===== config.mk =====
export PLATFORM = sky130hd
export DESIGN_NAME = reg_file_sb
export DESIGN_NICKNAME = d
export VERILOG_FILES = /design/src/rtl/reg_file_pkg.sv /design/src/rtl/reg_scoreboard.sv /design/src/rtl/reg_file_sb.sv
export SDC_FILE = /design/constraint.sdc
export NUM_CORES = 2
export LEC_CHECK = 0
export BUFFER_PORTS_ARGS = -buffer_cell sky130_fd_sc_hd__buf_2
export CELL_PAD_IN_SITES_DETAIL_PLACEMENT = 1
export CELL_PAD_IN_SITES_GLOBAL_PLACEMENT = 2
export CORE_MARGIN = 2
export CORE_UTILIZATION = 42
export DETAILED_ROUTE_END_ITERATION = 10
export GPL_ROUTABILITY_DRIVEN = 0
export PLACE_DENSITY = 0.76
export SLEW_MARGIN = 20
export SYNTH_ARGS = -nofsm -noshare
export SYNTH_HDL_FRONTEND = slang
export SYNTH_SLANG_ARGS = --single-unit

===== constraint.sdc =====
create_clock -name clk_i -period 2.4 [get_ports clk_i]
set_input_delay 0.36 -clock clk_i [delete_from_list [all_inputs] [get_ports clk_i]]
set_output_delay 0.36 -clock clk_i [all_outputs]
set_load 0.03 [all_outputs]

===== src/rtl/reg_file_pkg.sv =====
// -----------------------------------------------------------------------------
// reg_file_pkg
//   Default sizing constants for the pipelined-CPU register file and a helper
//   that derives the register address width from the register count.
//   Ports: none (package).
// -----------------------------------------------------------------------------
package reg_file_pkg;

    localparam int unsigned RF_DATA_W   = 32;
    localparam int unsigned RF_NUM_REGS = 32;

    // Address width for a given register count; never narrower than one bit.
    function automatic int unsigned rf_addr_w(input int unsigned num_regs);
        return (num_regs > 1) ? $clog2(num_regs) : 1;
    endfunction

endpackage : reg_file_pkg


===== src/rtl/reg_scoreboard.sv =====
// -----------------------------------------------------------------------------
// reg_scoreboard
//   Pending-write tracker for the register file. One busy bit per register is
//   set when decode issues an instruction targeting that register and cleared
//   when writeback retires it, or all at once on a pipeline flush. A read-after-
//   write hazard is raised when either source register is still pending and is
//   not being written back in the current cycle.
//
//   Ports:
//     clk_i         in   clock, rising edge
//     rst_n         in   asynchronous active-low reset
//     issue_i       in   decode issues a writer of issue_addr_i
//     issue_addr_i  in   destination of the issued instruction
//     flush_i       in   clear every pending bit
//     wr_en_i       in   writeback enable
//     wr_addr_i     in   writeback address
//     r1_addr_i     in   source register 1
//     r2_addr_i     in   source register 2
//     hazard_o      out  a source register has an unresolved pending write
//     busy_o        out  pending-write bit per register
// -----------------------------------------------------------------------------
module reg_scoreboard
    import reg_file_pkg::*;
#(
    parameter int unsigned NUM_REGS = RF_NUM_REGS,
    parameter int unsigned ADDR_W   = rf_addr_w(NUM_REGS),
    parameter bit          ZERO_R0  = 1'b1
) (
    input  logic                clk_i,
    input  logic                rst_n,
    input  logic                issue_i,
    input  logic [ADDR_W-1:0]   issue_addr_i,
    input  logic                flush_i,
    input  logic                wr_en_i,
    input  logic [ADDR_W-1:0]   wr_addr_i,
    input  logic [ADDR_W-1:0]   r1_addr_i,
    input  logic [ADDR_W-1:0]   r2_addr_i,
    output logic                hazard_o,
    output logic [NUM_REGS-1:0] busy_o
);

    logic [NUM_REGS-1:0] busy_q;
    logic [NUM_REGS-1:0] busy_d;
    logic                pend1;
    logic                pend2;

    // Priority per bit: flush clears, then issue sets, then writeback clears.
    // Issue outranks writeback so that a new producer issued in the same cycle
    // as the old one retires keeps the register pending.
    always_comb begin
        busy_d = busy_q;
        for (int i = 0; i < NUM_REGS; i++) begin
            if (flush_i) begin
                busy_d[i] = 1'b0;
            end else if (issue_i && (issue_addr_i == ADDR_W'(i))) begin
                busy_d[i] = 1'b1;
            end else if (wr_en_i && (wr_addr_i == ADDR_W'(i))) begin
                busy_d[i] = 1'b0;
            end
        end
        // Register 0 never has a producer when it is hardwired to zero.
        if (ZERO_R0) begin
            busy_d[0] = 1'b0;
        end
    end

    always_ff @(posedge clk_i or negedge rst_n) begin
        if (!rst_n) begin
            busy_q <= '0;
        end else begin
            busy_q <= busy_d;
        end
    end

    // A source being written back this cycle is served by forwarding, so its
    // pending bit must not stall decode.
    always_comb begin
        pend1    = busy_q[r1_addr_i] & ~(wr_en_i && (wr_addr_i == r1_addr_i));
        pend2    = busy_q[r2_addr_i] & ~(wr_en_i && (wr_addr_i == r2_addr_i));
        hazard_o = pend1 | pend2;
    end

    assign busy_o = busy_q;

endmodule : reg_scoreboard


===== src/rtl/reg_file_sb.sv =====
// -----------------------------------------------------------------------------
// reg_file_sb
//   Register file for the pipelined CPU: two combinational read ports, one
//   synchronous write port with same-cycle write-to-read forwarding, optional
//   hardwired-zero register 0, and a pending-write scoreboard that drives a
//   read-after-write hazard signal to decode.
//
//   Ports:
//     clk_i         in   clock, all state updates on the rising edge
//     rst_n         in   asynchronous active-low reset
//     RegWrite_i    in   writeback enable
//     w1_addr_i     in   writeback address
//     w1_data_i     in   writeback data
//     r1_addr_i     in   read port 1 address
//     r2_addr_i     in   read port 2 address
//     r1_data_o     out  read port 1 data (combinational)
//     r2_data_o     out  read port 2 data (combinational)
//     issue_i       in   decode issues an instruction that writes issue_addr_i
//     issue_addr_i  in   destination of the issued instruction
//     flush_i       in   clear all pending bits
//     hazard_o      out  a source register has an unresolved pending write
//     busy_o        out  pending-write bit per register
// -----------------------------------------------------------------------------
module reg_file_sb
    import reg_file_pkg::*;
#(
    parameter int unsigned DATA_W   = RF_DATA_W,
    parameter int unsigned NUM_REGS = RF_NUM_REGS,
    parameter int unsigned ADDR_W   = rf_addr_w(NUM_REGS),
    parameter bit          ZERO_R0  = 1'b1
) (
    input  logic                clk_i,
    input  logic                rst_n,
    input  logic                RegWrite_i,
    input  logic [ADDR_W-1:0]   w1_addr_i,
    input  logic [DATA_W-1:0]   w1_data_i,
    input  logic [ADDR_W-1:0]   r1_addr_i,
    input  logic [ADDR_W-1:0]   r2_addr_i,
    output logic [DATA_W-1:0]   r1_data_o,
    output logic [DATA_W-1:0]   r2_data_o,
    input  logic                issue_i,
    input  logic [ADDR_W-1:0]   issue_addr_i,
    input  logic                flush_i,
    output logic                hazard_o,
    output logic [NUM_REGS-1:0] busy_o
);

    logic [DATA_W-1:0] regs_q [NUM_REGS];
    logic [DATA_W-1:0] regs_d [NUM_REGS];
    logic              wr_en;
    logic              r1_is_zero;
    logic              r2_is_zero;

    // Effective write: a write to the hardwired-zero register is dropped, which
    // also keeps it out of the forwarding path below.
    assign wr_en      = RegWrite_i && !(ZERO_R0 && (w1_addr_i == '0));
    assign r1_is_zero = ZERO_R0 && (r1_addr_i == '0);
    assign r2_is_zero = ZERO_R0 && (r2_addr_i == '0);

    always_comb begin
        regs_d = regs_q;
        if (wr_en) begin
            regs_d[w1_addr_i] = w1_data_i;
        end
    end

    always_ff @(posedge clk_i or negedge rst_n) begin
        if (!rst_n) begin
            for (int i = 0; i < NUM_REGS; i++) begin
                regs_q[i] <= '0;
            end
        end else begin
            regs_q <= regs_d;
        end
    end

    // Read ports: zero register, then forwarded writeback data, then the array.
    // Everything is masked while reset is asserted so that forwarded data
    // cannot leak out during reset.
    always_comb begin
        r1_data_o = '0;
        if (rst_n && !r1_is_zero) begin
            if (wr_en && (w1_addr_i == r1_addr_i)) begin
                r1_data_o = w1_data_i;
            end else begin
                r1_data_o = regs_q[r1_addr_i];
            end
        end
    end

    always_comb begin
        r2_data_o = '0;
        if (rst_n && !r2_is_zero) begin
            if (wr_en && (w1_addr_i == r2_addr_i)) begin
                r2_data_o = w1_data_i;
            end else begin
                r2_data_o = regs_q[r2_addr_i];
            end
        end
    end

    reg_scoreboard #(
        .NUM_REGS (NUM_REGS),
        .ADDR_W   (ADDR_W),
        .ZERO_R0  (ZERO_R0)
    ) u_scoreboard (
        .clk_i        (clk_i),
        .rst_n        (rst_n),
        .issue_i      (issue_i),
        .issue_addr_i (issue_addr_i),
        .flush_i      (flush_i),
        .wr_en_i      (RegWrite_i),
        .wr_addr_i    (w1_addr_i),
        .r1_addr_i    (r1_addr_i),
        .r2_addr_i    (r2_addr_i),
        .hazard_o     (hazard_o),
        .busy_o       (busy_o)
    );

endmodule : reg_file_sb


# Yosys cells after proc, flatten, opt, wreduce, memory -nomap -nowiden
# Cells that the tools add are included.
[op_classes] bitwise_logic=8 magnitude_cmp=6 mux=110 eq_ne=64 n_reduce_logical=107
[op_table] cell="1024-bit bitwise mux" n=1
[op_table] cell="32-bit binary-select mux with 5-bit select" n=2
[op_table] cell="32-bit two-way mux" n=9
[op_table] cell="32-bit demux with 5-bit select" n=1
[op_table] cell="5-bit == test, second input constant" n=32
[op_table] cell="1-bit two-way mux" n=95
[op_table] cell="3-bit nonzero test" n=31
[op_table] cell="5-bit by 4-bit == test with 1-bit output, second input constant" n=16
[op_table] cell="1-bit logical AND" n=70
[op_table] cell="5-bit by 3-bit == test with 1-bit output, second input constant" n=8
[op_table] cell="5-bit by 2-bit == test with 1-bit output, second input constant" n=4
[op_table] cell="6-bit greater-or-equal comparator, second input constant" n=3
[op_table] cell="5-bit inverter with 6-bit output" n=3
[op_table] cell="5-bit logical NOT" n=3
[op_table] cell="5-bit by 6-bit less-than comparator with 1-bit output, second input constant" n=2
[op_table] cell="1-bit binary-select mux with 5-bit select" n=2
[op_table] cell="5-bit by 1-bit == test with 1-bit output, second input constant" n=2
[op_table] cell="5-bit == test" n=2
[op_table] cell="6-bit by 1-bit less-than comparator with 1-bit output, second input constant" n=1
[op_table] cell="1-bit logical NOT" n=3
[op_table] cell="1-bit AND" n=2
[op_table] cell="1-bit inverter" n=2
[op_table] cell="1-bit OR" n=1
[totals] in_bits=57 reg_bits=1055 wordCells=358

# Depth between registers and ports, before layout
[depth] ltp_word=6 depth_mapped=9 ltp_nobuf=5

# Hierarchy
# From an unflattened synthesis, not the netlist that was laid out.
[unflattened] cells_unflattened=4022 hier_area_um2=57228.6
[modules_own_cells] module="reg_file_sb" n_inst=1 cells_per_inst=3790 area_per_inst_um2=55086.6 seq_area_each_um2=25624.6
[modules_own_cells] module="reg_scoreboard" n_inst=1 cells_per_inst=232 area_per_inst_um2=2142.1 seq_area_each_um2=775.7

# Worst setup path after synthesis
# Ideal clock, no wire load.
[synth_path] kind="input port to output port" from="input r2_addr_i[0]" to="output hazard_o" path_slack_ns=-0.385 required_ns=2.040 path_stages=7 path_buffers=3 arrival_ns=2.425 path_cell_list="buf_2 > buf_4 > buf_4 > mux4_2 > mux2i_1 > nor2_1 > o32ai_1"
[synth_via] elab_chain_len=5 elab_cells_between_ends=7 cone_classes="eq/ne (1); mux (2); bitwise (3); reduce/logical (1)"
[synth_lines] element="start, declared" line="reg_file_sb.sv:38" text="input logic [ADDR_W-1:0] r2_addr_i,"
[synth_lines] element="branches (longest 3 deep; another with 1-bit binary-select mux with 5-bit select)"
[synth_lines] element="1-bit AND (*)" line="reg_scoreboard.sv:79" text="pend2 = busy_q[r2_addr_i] & ~(wr_en_i && (wr_addr_i == r2_addr_i));"
[synth_lines] element="1-bit OR (*)" line="reg_scoreboard.sv:80" text="hazard_o = pend1 | pend2;"
[synth_lines] element="end, declared" line="reg_file_sb.sv:44" text="output logic hazard_o,"
# Every way passes the cells marked *. The select of a mux whose other input is x is not followed.

# Worst setup path in the final report
[layout_path] from="register regs_q[795] (netlist bit)" to="output r2_data_o[27]"
[layout_via] elab_chain_len=5
[layout_lines] element="start, declared" line="reg_file_sb.sv:48" text="logic [DATA_W-1:0] regs_q [NUM_REGS];"
[layout_lines] element="start signal, assigned" line="reg_file_sb.sv:73" text="regs_q <= regs_d;"
[layout_lines] element="32-bit binary-select mux with 5-bit select" line="reg_file_sb.sv:97" text="r2_data_o = regs_q[r2_addr_i];"
[layout_lines] element="32-bit two-way mux (implied by the code) (2 in a row)" line="reg_file_sb.sv:97"
[layout_lines] element="32-bit two-way mux" line="reg_file_sb.sv:94" text="if (wr_en && (w1_addr_i == r2_addr_i)) begin"
[layout_lines] element="32-bit two-way mux" line="reg_file_sb.sv:93" text="if (rst_n && !r2_is_zero) begin"
[layout_lines] element="end, declared" line="reg_file_sb.sv:40" text="output logic [DATA_W-1:0] r2_data_o,"
# Every way passes these cells. The select of a mux whose other input is x is not followed.

==> parameters.txt <==
Parameter                              Value

Setup path
  Path depth of the worst reg2reg path    3
  Category of cells accounting for the largest share of critical-path delay    compound AO/OA/AOI/OAI gates
  Worst path depth    5
  Crit path buffers/inverters    1
  Cells along the critical path    mux4_2 > a22o_1 > a21oi_1 > o211ai_1 > buf_4
  Critical path required time    roughly 2 ns
  Critical path's largest stage delay    0.49 ns
  Crit Path Class    reg -> out
  Worst Path Arrival    2.62 ns
  Category of the worst setup path launch point    flip-flop
  Endpoint class of the critical path    output port
  Max FO, Critical Path    3
  Slowest CP cell    sky130_fd_sc_hd__mux4_2

STA
  Endpoints failing hold    0
  Worst-case setup margin in the final layout    -0.578 ns
  Fmax    336 MHz
  Slew at the pin closest to its max-slew limit    0.996 ns
  RSZ-0062 raised after global routing    yes
  Period Utilization, post-route    124%
  Worst clock skew    0 ns
  Final Critical Period    about 3 ns
  Number of slew-limit violations in the final report    0
  Setup TNS after final layout    -23.00 ns
  Worst slew margin    33.6%
  Final setup viols    65

Die
  Row cnt    ~130
  Total I/O pin count    154
  Floorplan die area    138000 µm²
  Vertical extent of the die    371 µm
  Die X-Extent    about 370 µm
  Std-Cell Core Area    approximately 130000 µm²
  Initial cell density of the core    42.4%

Global route
  Via count of the first global-routing pass    42179
  Initial antenna violation count    11
  Global-route usage over all layers    between 20% and 30%
  Leftover overflow at the end of global routing    0
  Largest net degree at the start of global routing    ~170
  Global-route wire length before repair    between 200000 and 300000 µm

Logic synthesis
  Distinct cell type count of the synthesized netlist    47
  Sequential cell area fraction in the yosys report    between 40% and 50%
  Post-synth top area cell    sky130_fd_sc_hd__dfrtp_1
  Number of enable flip-flop cells after synthesis    0
  Mapped Area    56700 µm²
  Top cells by area, synth    sky130_fd_sc_hd__dfrtp_1 47%, sky130_fd_sc_hd__mux4_2 17%, sky130_fd_sc_hd__mux2_2 16%
  Post-synthesis net count    approximately 4000
  Fraction of synthesis flops using an asynchronous set or reset pin    100%
  Gate Count Post-Synth    3944
  Top-area cell type share of the netlist area    46.6%
  Predominant post-synthesis flop cell    sky130_fd_sc_hd__dfrtp_1
  Seq cells post-synth    1055
  Mapped Avg Cell Area    14.4 µm²
  Number of warning messages in the yosys log    0

Routing
  1st-iter DRT viols    3611
  Routed Antenna Nets    0
  Detailed Routing Iterations Pass 1    6
  Wire length per cell after detailed routing    32.8 µm
  Total via count in the routed design    39520
  Final Routed Wirelength    203000 µm
  Residual DRC    0
  Avg Vias per Cell    6.39

Run status
  Status    finished, violations left
  Violations in the final reports    setup timing

CTS
  Clock Pin Slew Worst Setup and Hold Paths    ~0.060 ns
  Clock Sink Count    between 1000 and 1500
  Maximum root-to-sink buffer count    3
  Root Buffer    sky130_fd_sc_hd__clkbuf_16
  Number of buffers added by the clock tree synthesis step    between 100 and 150
  CTS tree    built
  Clock latency on the worst-skew pair    around 0.76 ns
  CTS HTree Levels    3

Cells and area
  Total number of nets in the final design    around 4400
  Most frequent standard cell in the layout excluding fill and tap cells    sky130_fd_sc_hd__dfrtp_1
  Number of standard cells in the layout, taps in and fillers out    6185
  Area added between synthesis and finish    22.6%
  Final-layout fill cell count    ~13000
  Most used cells in the layout excluding fill and tap cells    1054 x sky130_fd_sc_hd__dfrtp_1, 812 x sky130_fd_sc_hd__mux2_2, 432 x sky130_fd_sc_hd__buf_4, 428 x sky130_fd_sc_hd__mux4_2, 230 x sky130_fd_sc_hd__mux2i_1
  Core occupancy in the finished layout    52.0%
  Proportion of layout cells with a drive suffix above 1    a little over half

Place
  Worst setup timing slack at the placement stage    -0.533 ns
  IO buf count    152
  Final HPWL from detailed placement    129000 µm
  Number of placed cells counting well taps    roughly 5900

Hold path
  Path class of the lowest-slack min-delay path    in -> reg
  Cell depth of the worst hold path    2

Power
  Clock network fraction of design power    34.4%
  Power density relative to cell area    782 nW/µm²
  LEAKAGE    just over 30 nW
  Share of total power consumed by net switching    28.3%
  Highest ir drop seen on vdd    roughly 0.71 mV
  Switching power of the nets    15.4 mW
  P_int    39.0 mW
  Register share of total power    between 40 and 50%
  Fraction of power consumed by combinational cells    22.2%

Job
  Max Cap Violations    0
[cells by family (layout without fill, tap and decap cells)]
group	Yosys count	in the layout	share of synthesized area (%)
compound gates	507	507	6.51
flops	1055	1055	46.6
buf+inv	454	923	3.47
mux	1657	1657	40.9
other cells	1	5	0.00662
simple gates	260	260	2.35
xor+xnor	10	10	0.155
[synth_stat cells, types with 10 or more instances]
cell type,instances
sky130_fd_sc_hd__buf_4,25
sky130_fd_sc_hd__a21o_1,32
sky130_fd_sc_hd__nand2_1,69
sky130_fd_sc_hd__nor2b_1,41
sky130_fd_sc_hd__nor2_1,43
sky130_fd_sc_hd__buf_1,62
sky130_fd_sc_hd__a221oi_1,97
sky130_fd_sc_hd__xnor2_1,10
sky130_fd_sc_hd__a211oi_1,33
sky130_fd_sc_hd__mux2i_1,234
sky130_fd_sc_hd__o21ai_0,16
sky130_fd_sc_hd__o22ai_1,64
sky130_fd_sc_hd__o21bai_1,32
sky130_fd_sc_hd__a22oi_1,45
sky130_fd_sc_hd__a21oi_1,83
sky130_fd_sc_hd__nor3_1,40
sky130_fd_sc_hd__dfrtp_1,1055
sky130_fd_sc_hd__buf_2,129
sky130_fd_sc_hd__a22o_1,64
sky130_fd_sc_hd__mux2_1,183
sky130_fd_sc_hd__clkbuf_1,236
sky130_fd_sc_hd__mux2_2,812
sky130_fd_sc_hd__nand2b_1,45
sky130_fd_sc_hd__o211ai_1,33
sky130_fd_sc_hd__mux4_2,428
[worst reg2reg max path: stages, from the launching register on]
cell	delay, ns
sky130_fd_sc_hd__dfrtp_1	0.39
sky130_fd_sc_hd__buf_4	0.13
sky130_fd_sc_hd__buf_4	0.13
sky130_fd_sc_hd__mux2_1	0.29
[final timing paths]
check                         startpoint                      to  slack, ns
max reg2reg                  regs_q[414]             regs_q[414]       1.35
min in group asynchronous          rst_n             regs_q[411]       0.30
max in group asynchronous          rst_n  u_scoreboard.busy_o[4]       0.48
min reg2reg                  regs_q[992]             regs_q[992]       0.39
min                        w1_data_i[26]             regs_q[954]       0.05
max                          regs_q[795]           r2_data_o[27]      -0.58
[registers in the layout, summed over array words and instances, names as in the netlist]
register	cells
regs_q	1024
u_scoreboard.busy_o	31
[repair_timing]
action                                 in CTS  in global routing
setup buffers                              78                 30
gates cloned                                1                  0
endpoints found under the hold margin     174                  0
setup endpoints to repair                  65                 65
pin swaps                                 187                 75
hold buffers                               10                  0
gates resized for setup                   246                 71
[stage by stage]
step,power [mW],instance area (µm²),hold WS (ns)
2_1_floorplan,30.7,56800,0.0644
3_3_place_gp,34.0,63100,0.377
3_5_place_dp,34.6,63100,0.384
4_1_cts,54.2,68800,0.000648
5_1_grt,56.5,69500,0.0448
6_report,54.3,69500,0.0486
[metal layers]
metal  wire length [µm]  global-route usage [%]  up-vias  share of wire, %
li1                   -                       -    16053                 -
met1              86700                    41.1    21614                43
met2              94000                    46.3     1455                46
met3              14400                    5.26      388               7.1
met4               7540                    10.7       10               3.7
met5                 65                       0        -             0.032
[power groups by stage]
| stage | clock, mW | combinational (mW) | sequential [mW] |
|---|---|---|---|
| after detailed placement | 0 | 10.8 | 23.8 |
| after global placement | 0 | 10.5 | 23.5 |
| after floorplan | 0 | 7.85 | 22.9 |
| after global routing | 19.7 | 12.8 | 24.0 |
| after CTS | 19.0 | 11.8 | 23.5 |
| final | 18.7 | 12.0 | 23.6 |
[final cells by class]
cell class | instances | area (µm²) | share of cell area [%]
multi-input combinational | 2435 | 29700 | 42.8
sequential | 1055 | 26400 | 38.0
timing repair buffer | 709 | 7160 | 10.3
clock buffer | 162 | 3370 | 4.85
tap | 1768 | 2210 | 3.18
clock inverter | 51 | 588 | 0.846
antenna | 4 | 10.0 | 0.0144
inverter | 1 | 6.26 | 0.00900
No activity file was read; power rests on OpenSTA's default activity.
